File: config.mk
export PLATFORM = sky130hd
export DESIGN_NAME = spram_port_arbiter
export DESIGN_NICKNAME = d
export VERILOG_FILES = /design/src/rtl/spram_port_arbiter.sv
export SDC_FILE = /design/constraint.sdc
export NUM_CORES = 1
export LEC_CHECK = 0
export ABC_AREA = 1
export BUFFER_PORTS_ARGS = -buffer_cell sky130_fd_sc_hd__buf_2
export CAP_MARGIN = 20
export CELL_PAD_IN_SITES_DETAIL_PLACEMENT = 0
export CELL_PAD_IN_SITES_GLOBAL_PLACEMENT = 1
export CORE_MARGIN = 2
export CORE_UTILIZATION = 34
export DETAILED_ROUTE_END_ITERATION = 7
export PLACE_DENSITY = 0.93
export SLEW_MARGIN = 20
export SYNTH_ARGS = -nofsm -noshare
export SYNTH_HDL_FRONTEND = slang
export SYNTH_SLANG_ARGS = --single-unit
File: constraint.sdc
create_clock -name clock -period 3.2 [get_ports clock]
set_input_delay 0.64 -clock clock [delete_from_list [all_inputs] [get_ports clock]]
set_output_delay 0.64 -clock clock [all_outputs]
set_load 0.005 [all_outputs]
File: src/rtl/spram_port_arbiter.sv
// Two-requester front end for a single-port synchronous RAM with an optional
// post-reset clear sweep. One access every three cycles; round-robin on ties.
module spram_port_arbiter #(
  parameter int                    address_width  = 8,
  parameter int                    data_width     = 8,
  parameter logic [data_width-1:0] clear_value    = '0,
  parameter bit                    clear_on_reset = 1'b1
) (
  input  logic                     clock,
  input  logic                     reset_n,
  input  logic                     a_req,
  input  logic                     a_we,
  input  logic [address_width-1:0] a_addr,
  input  logic [data_width-1:0]    a_data,
  output logic                     a_ack,
  output logic [data_width-1:0]    a_q,
  input  logic                     b_req,
  input  logic                     b_we,
  input  logic [address_width-1:0] b_addr,
  input  logic [data_width-1:0]    b_data,
  output logic                     b_ack,
  output logic [data_width-1:0]    b_q,
  output logic                     busy,
  output logic                     ram_enable,
  output logic [address_width-1:0] ram_address,
  output logic [data_width-1:0]    ram_data,
  output logic                     ram_wren,
  input  logic [data_width-1:0]    ram_q
);

  typedef enum logic [1:0] {
    st_clear,
    st_idle,
    st_wait,
    st_ack
  } state_t;

  localparam logic [address_width-1:0] last_address = '1;

  state_t                     state;
  logic [address_width-1:0]   counter;
  logic                       owner_b;
  logic                       last_grant_b;
  logic                       grant_b;

  // B wins when it asks alone, or when both ask and A had the previous grant.
  assign grant_b = b_req & (~a_req | ~last_grant_b);

  always_comb begin
    // NOTE: every output gets a default first so no latch is inferred.
    ram_enable  = 1'b0;
    ram_wren    = 1'b0;
    ram_address = '0;
    ram_data    = '0;
    if (reset_n) begin
      case (state)
        st_clear: begin
          ram_enable  = 1'b1;
          ram_wren    = 1'b1;
          ram_address = counter;
          ram_data    = clear_value;
        end
        st_idle: begin
          if (a_req || b_req) begin
            ram_enable  = 1'b1;
            ram_wren    = grant_b ? b_we   : a_we;
            ram_address = grant_b ? b_addr : a_addr;
            ram_data    = grant_b ? b_data : a_data;
          end
        end
        default: ;
      endcase
    end
  end

  always_ff @(posedge clock or negedge reset_n) begin
    if (!reset_n) begin
      state        <= clear_on_reset ? st_clear : st_idle;
      counter      <= '0;
      owner_b      <= 1'b0;
      last_grant_b <= 1'b1;
      busy         <= clear_on_reset;
      a_ack        <= 1'b0;
      b_ack        <= 1'b0;
      a_q          <= '0;
      b_q          <= '0;
    end else begin
      // NOTE: non-blocking assignments keep every register updating from pre-edge values.
      a_ack <= 1'b0;
      b_ack <= 1'b0;
      case (state)
        st_clear: begin
          counter <= counter + 1'b1;
          if (counter == last_address) begin
            state <= st_idle;
            busy  <= 1'b0;
          end
        end
        st_idle: begin
          if (a_req || b_req) begin
            owner_b      <= grant_b;
            last_grant_b <= grant_b;
            state        <= st_wait;
          end
        end
        st_wait: begin
          // RAM output is valid one edge after the issue edge.
          if (owner_b) begin
            b_q   <= ram_q;
            b_ack <= 1'b1;
          end else begin
            a_q   <= ram_q;
            a_ack <= 1'b1;
          end
          state <= st_ack;
        end
        default: state <= st_idle;
      endcase
    end
  end

endmodule

==> results.yml <==
flow_run:
  drv_cap: 0
worst_setup_path:
  cp_cell_sequence: "inv_1 > ha_1 > inv_1 > nor2_4 > nand3_1 > a21oi_1 > buf_2"
  crit_start: "state[1]$_DFFE_PN0P_"
  max_stage_delay_ns: 0.39
  startpoint_type: "flip-flop"
  end_kind: "output pin"
  cp_max_fo: 9
  cp.arrival_ns: 1.77
  cp.required_ns: 2.56
  critical_path_buf_inv_count: 3
  worstRegToRegCells: 6
  reg2reg_setup_slack_ns: 1.47
  critPathSlowestCell: "dfrtp_1"
  worstSetupPathType: "flip-flop to output pin"
  crit_top_cell: "inv_1"
  critPathTopFamily: "flip-flops"
  r2r_end: "counter[7]$_DFFE_PN0P_"
  r2r-start: "state[1]$_DFFE_PN0P_"
synth:
  ys_seq_area_frac: 0.4577
  netlist_area_mm2: 0.001700
  syn-num-nets: 270
  avgSynthCellArea_um2: 7.764
  synth_adder_area_share: 0.03679
  yosys.area_share.xor_xnor: 0.03606
  muxShareOfSynthArea: 0
  syn_inst: 219
  synth_compound_area_frac: 0.1111
  synth_top_family_by_area: "simple AND/OR/NAND/NOR gates"
  yosysWarnings: 0
  synth_cell_types: 22
  synth_simple_gate_area_frac: 0.2730
  ys_seq_elements: 31
placed_design:
  placed_area_mm2: 0.002170
  dp_hpwl_um: 3092
  dp_cells: 363
  io_buffers: 82
  gp_congestion: 0.7968
global_routing:
  grt_max_degree: 33
  grt_pass1_vias: 1472
  groute.usage.overall: 0.1587
  overflow: 0
  antenna_found_initial: 0
  grt_pass1_wl_um: 6762
cts:
  clockBufferDepth: 2
  cts_tree: "yes"
  clk_latency_ns: 0.28
  ctsHoldBuffers: 0
  root_buffer: "clkbuf_8"
  path_clk_slew_ns: 0.06
  cts.repair.resized: 0
  post-cts-setup-buffer-count: 0
  cts_sinks: 31
  cts_buffers: 5
  htreeDepth: 2
sta:
  min_period_ns: 2.409
  slew_headroom: 0.6547
  setup_viol: 0
  finalHoldViolCount: 0
  period_share: 0.7530
  fmax_ghz: 0.4150
  fin_worst_skew_ns: 0.006757
  rsz0062_at_grt: "false"
  maxSlewViolCount: 0
  tns_ns: 0
  tightest_slew_ns: 0.5179
power:
  p_clk_frac: 0.387
  switchingPower_uw: 175.1
  power_density_mw_per_mm2: 333.8
  seqPwrFrac: 0.523
  p_sw_frac: 0.2330
  leakagePower_nw: 1.240
  irDropWorstVdd_uv: 255.4
  internal_power_uw: 576.2
  power_frac_comb: 0.090
routing:
  via_per_inst: 4.388
  first_pass_iters: 4
  vias: 1628
  wire_per_inst_um: 10.98
  ant_nets: 0
  drc_errors: 0
  drt_iter0_markers: 64
  wirelength_um: 4073
floorplan:
  num_rows: 25
  io_pins: 83
  die_h_um: 74.72
  die_w_um: 74.72
  initial_core_util: 0.3553
  core_mm2: 0.004786
  die-area_mm2: 0.005583
run_status:
  status: "finished clean"
final_layout:
  area_growth_pct: 32.38
  design_area_mm2: 0.002251
  antenna_cells: 0
  layout-drive-gt1-share: 0.3224
  num-nets-final: 354
  final_util: 0.4703
  fin_cells: 371
min_path:
  hold_class: "primary input to async pin"
worst reg2reg max path: stages, from the launching register on:
cell	delay [ns]
dfrtp_1	0.39
inv_1	0.11
ha_1	0.49
nand2_1	0.20
nor2_1	0.20
nand2_1	0.09
xor2_1	0.14
area by class of cell:
type                       instances  area (um^2)
multi-input combinational        152        777.0
clock buffer                       7        76.32
timing repair buffer              83        417.9
inverter                          30        112.6
clock inverter                     1        5.005
fill                             482         2535
tap                               67        83.83
sequential                        31        778.2
per-layer routing:
layer,up-vias,GRT usage,routed length [um]
li1,855,-,-
met1,706,0.2114,1951
met2,61,0.2507,1762
met3,6,0.04418,306
met4,0,0.05357,52
met5,-,0,0
synth_stat cells:
cell       n  area share
nor2_2     1      0.0037
dfstp_2    2       0.031
nor2_1    21       0.046
nor2_4     2       0.013
nand3_1   10       0.029
nand2_4    2       0.013
clkbuf_1   2      0.0044
a21oi_1    8       0.024
o21ai_2    1      0.0052
nor3_1     2      0.0059
o21ai_0   19       0.056
xor2_1     7       0.036
ha_1       5       0.037
inv_1     28       0.062
buf_4      2      0.0088
clkinv_1   1      0.0022
nand3b_1   8       0.035
nand2_1   57        0.13
dfrtp_1   29        0.43
o21ai_1    9       0.026
buf_2      2      0.0059
inv_2      1      0.0022
registers in the layout, summed over array words and instances (netlist names):
signal,count
a_q,8
b_q,8
counter,8
state,2
a_ack,1
b_ack,1
busy,1
last_grant_b,1
owner_b,1
kinds of logic (layout without fill, tap and decap cells):
logic type,Yosys count,in the layout
buffers and inverters,36,121
XOR/XNOR,7,7
flip-flops,31,31
adder cells (fa/ha/maj),5,5
AO/OA/AOI/OAI,37,37
AND/OR/NAND/NOR,103,103
through the flow:
stage                     power, mW  setup WS, ns  hold WS [ns]
after floorplan              0.4272         1.322        0.3444
after global placement       0.4687        0.9418        0.4548
after detailed placement     0.4683        0.9188        0.4731
after CTS                    0.7618        0.7562        0.3982
after global routing         0.7882        0.5949        0.4254
final                        0.7512        0.7905        0.3917
layout by cell type, fill, tap and decap left out:
cell,instances
ha_1,5
nand2_1,57
dfstp_2,2
o21ai_2,1
o21ai_1,9
clkbuf_8,5
clkbuf_1,2
clkinv_2,1
nor3_1,2
buf_4,1
clkinv_1,1
nand3_1,10
nor2_2,1
nand3b_1,8
nor2_4,2
dfrtp_1,29
nor2_1,21
nand2_4,2
inv_1,28
o21ai_0,19
inv_2,1
xor2_1,7
buf_2,82
a21oi_1,8
power by group through the flow:
stage	clock (mW)	combinational, mW	sequential (mW)
after global routing	0.318	0.0770	0.393
after global placement	0	0.0686	0.400
final	0.290	0.0677	0.393
after detailed placement	0	0.0682	0.400
after floorplan	0	0.0270	0.400
after CTS	0.300	0.0686	0.393
how the worst max path moves through the flow:
stage	endpoint	slack [ns]	depth (start not counted)
global route	ram_address[6]	0.59	7
detailed placement	ram_wren	0.92	6
CTS	ram_address[1]	0.76	5
finish	ram_address[6]	0.79	7
floorplan	ram_wren	1.32	4
global placement	ram_address[6]	0.94	6
(Power assumes the default switching activity.)
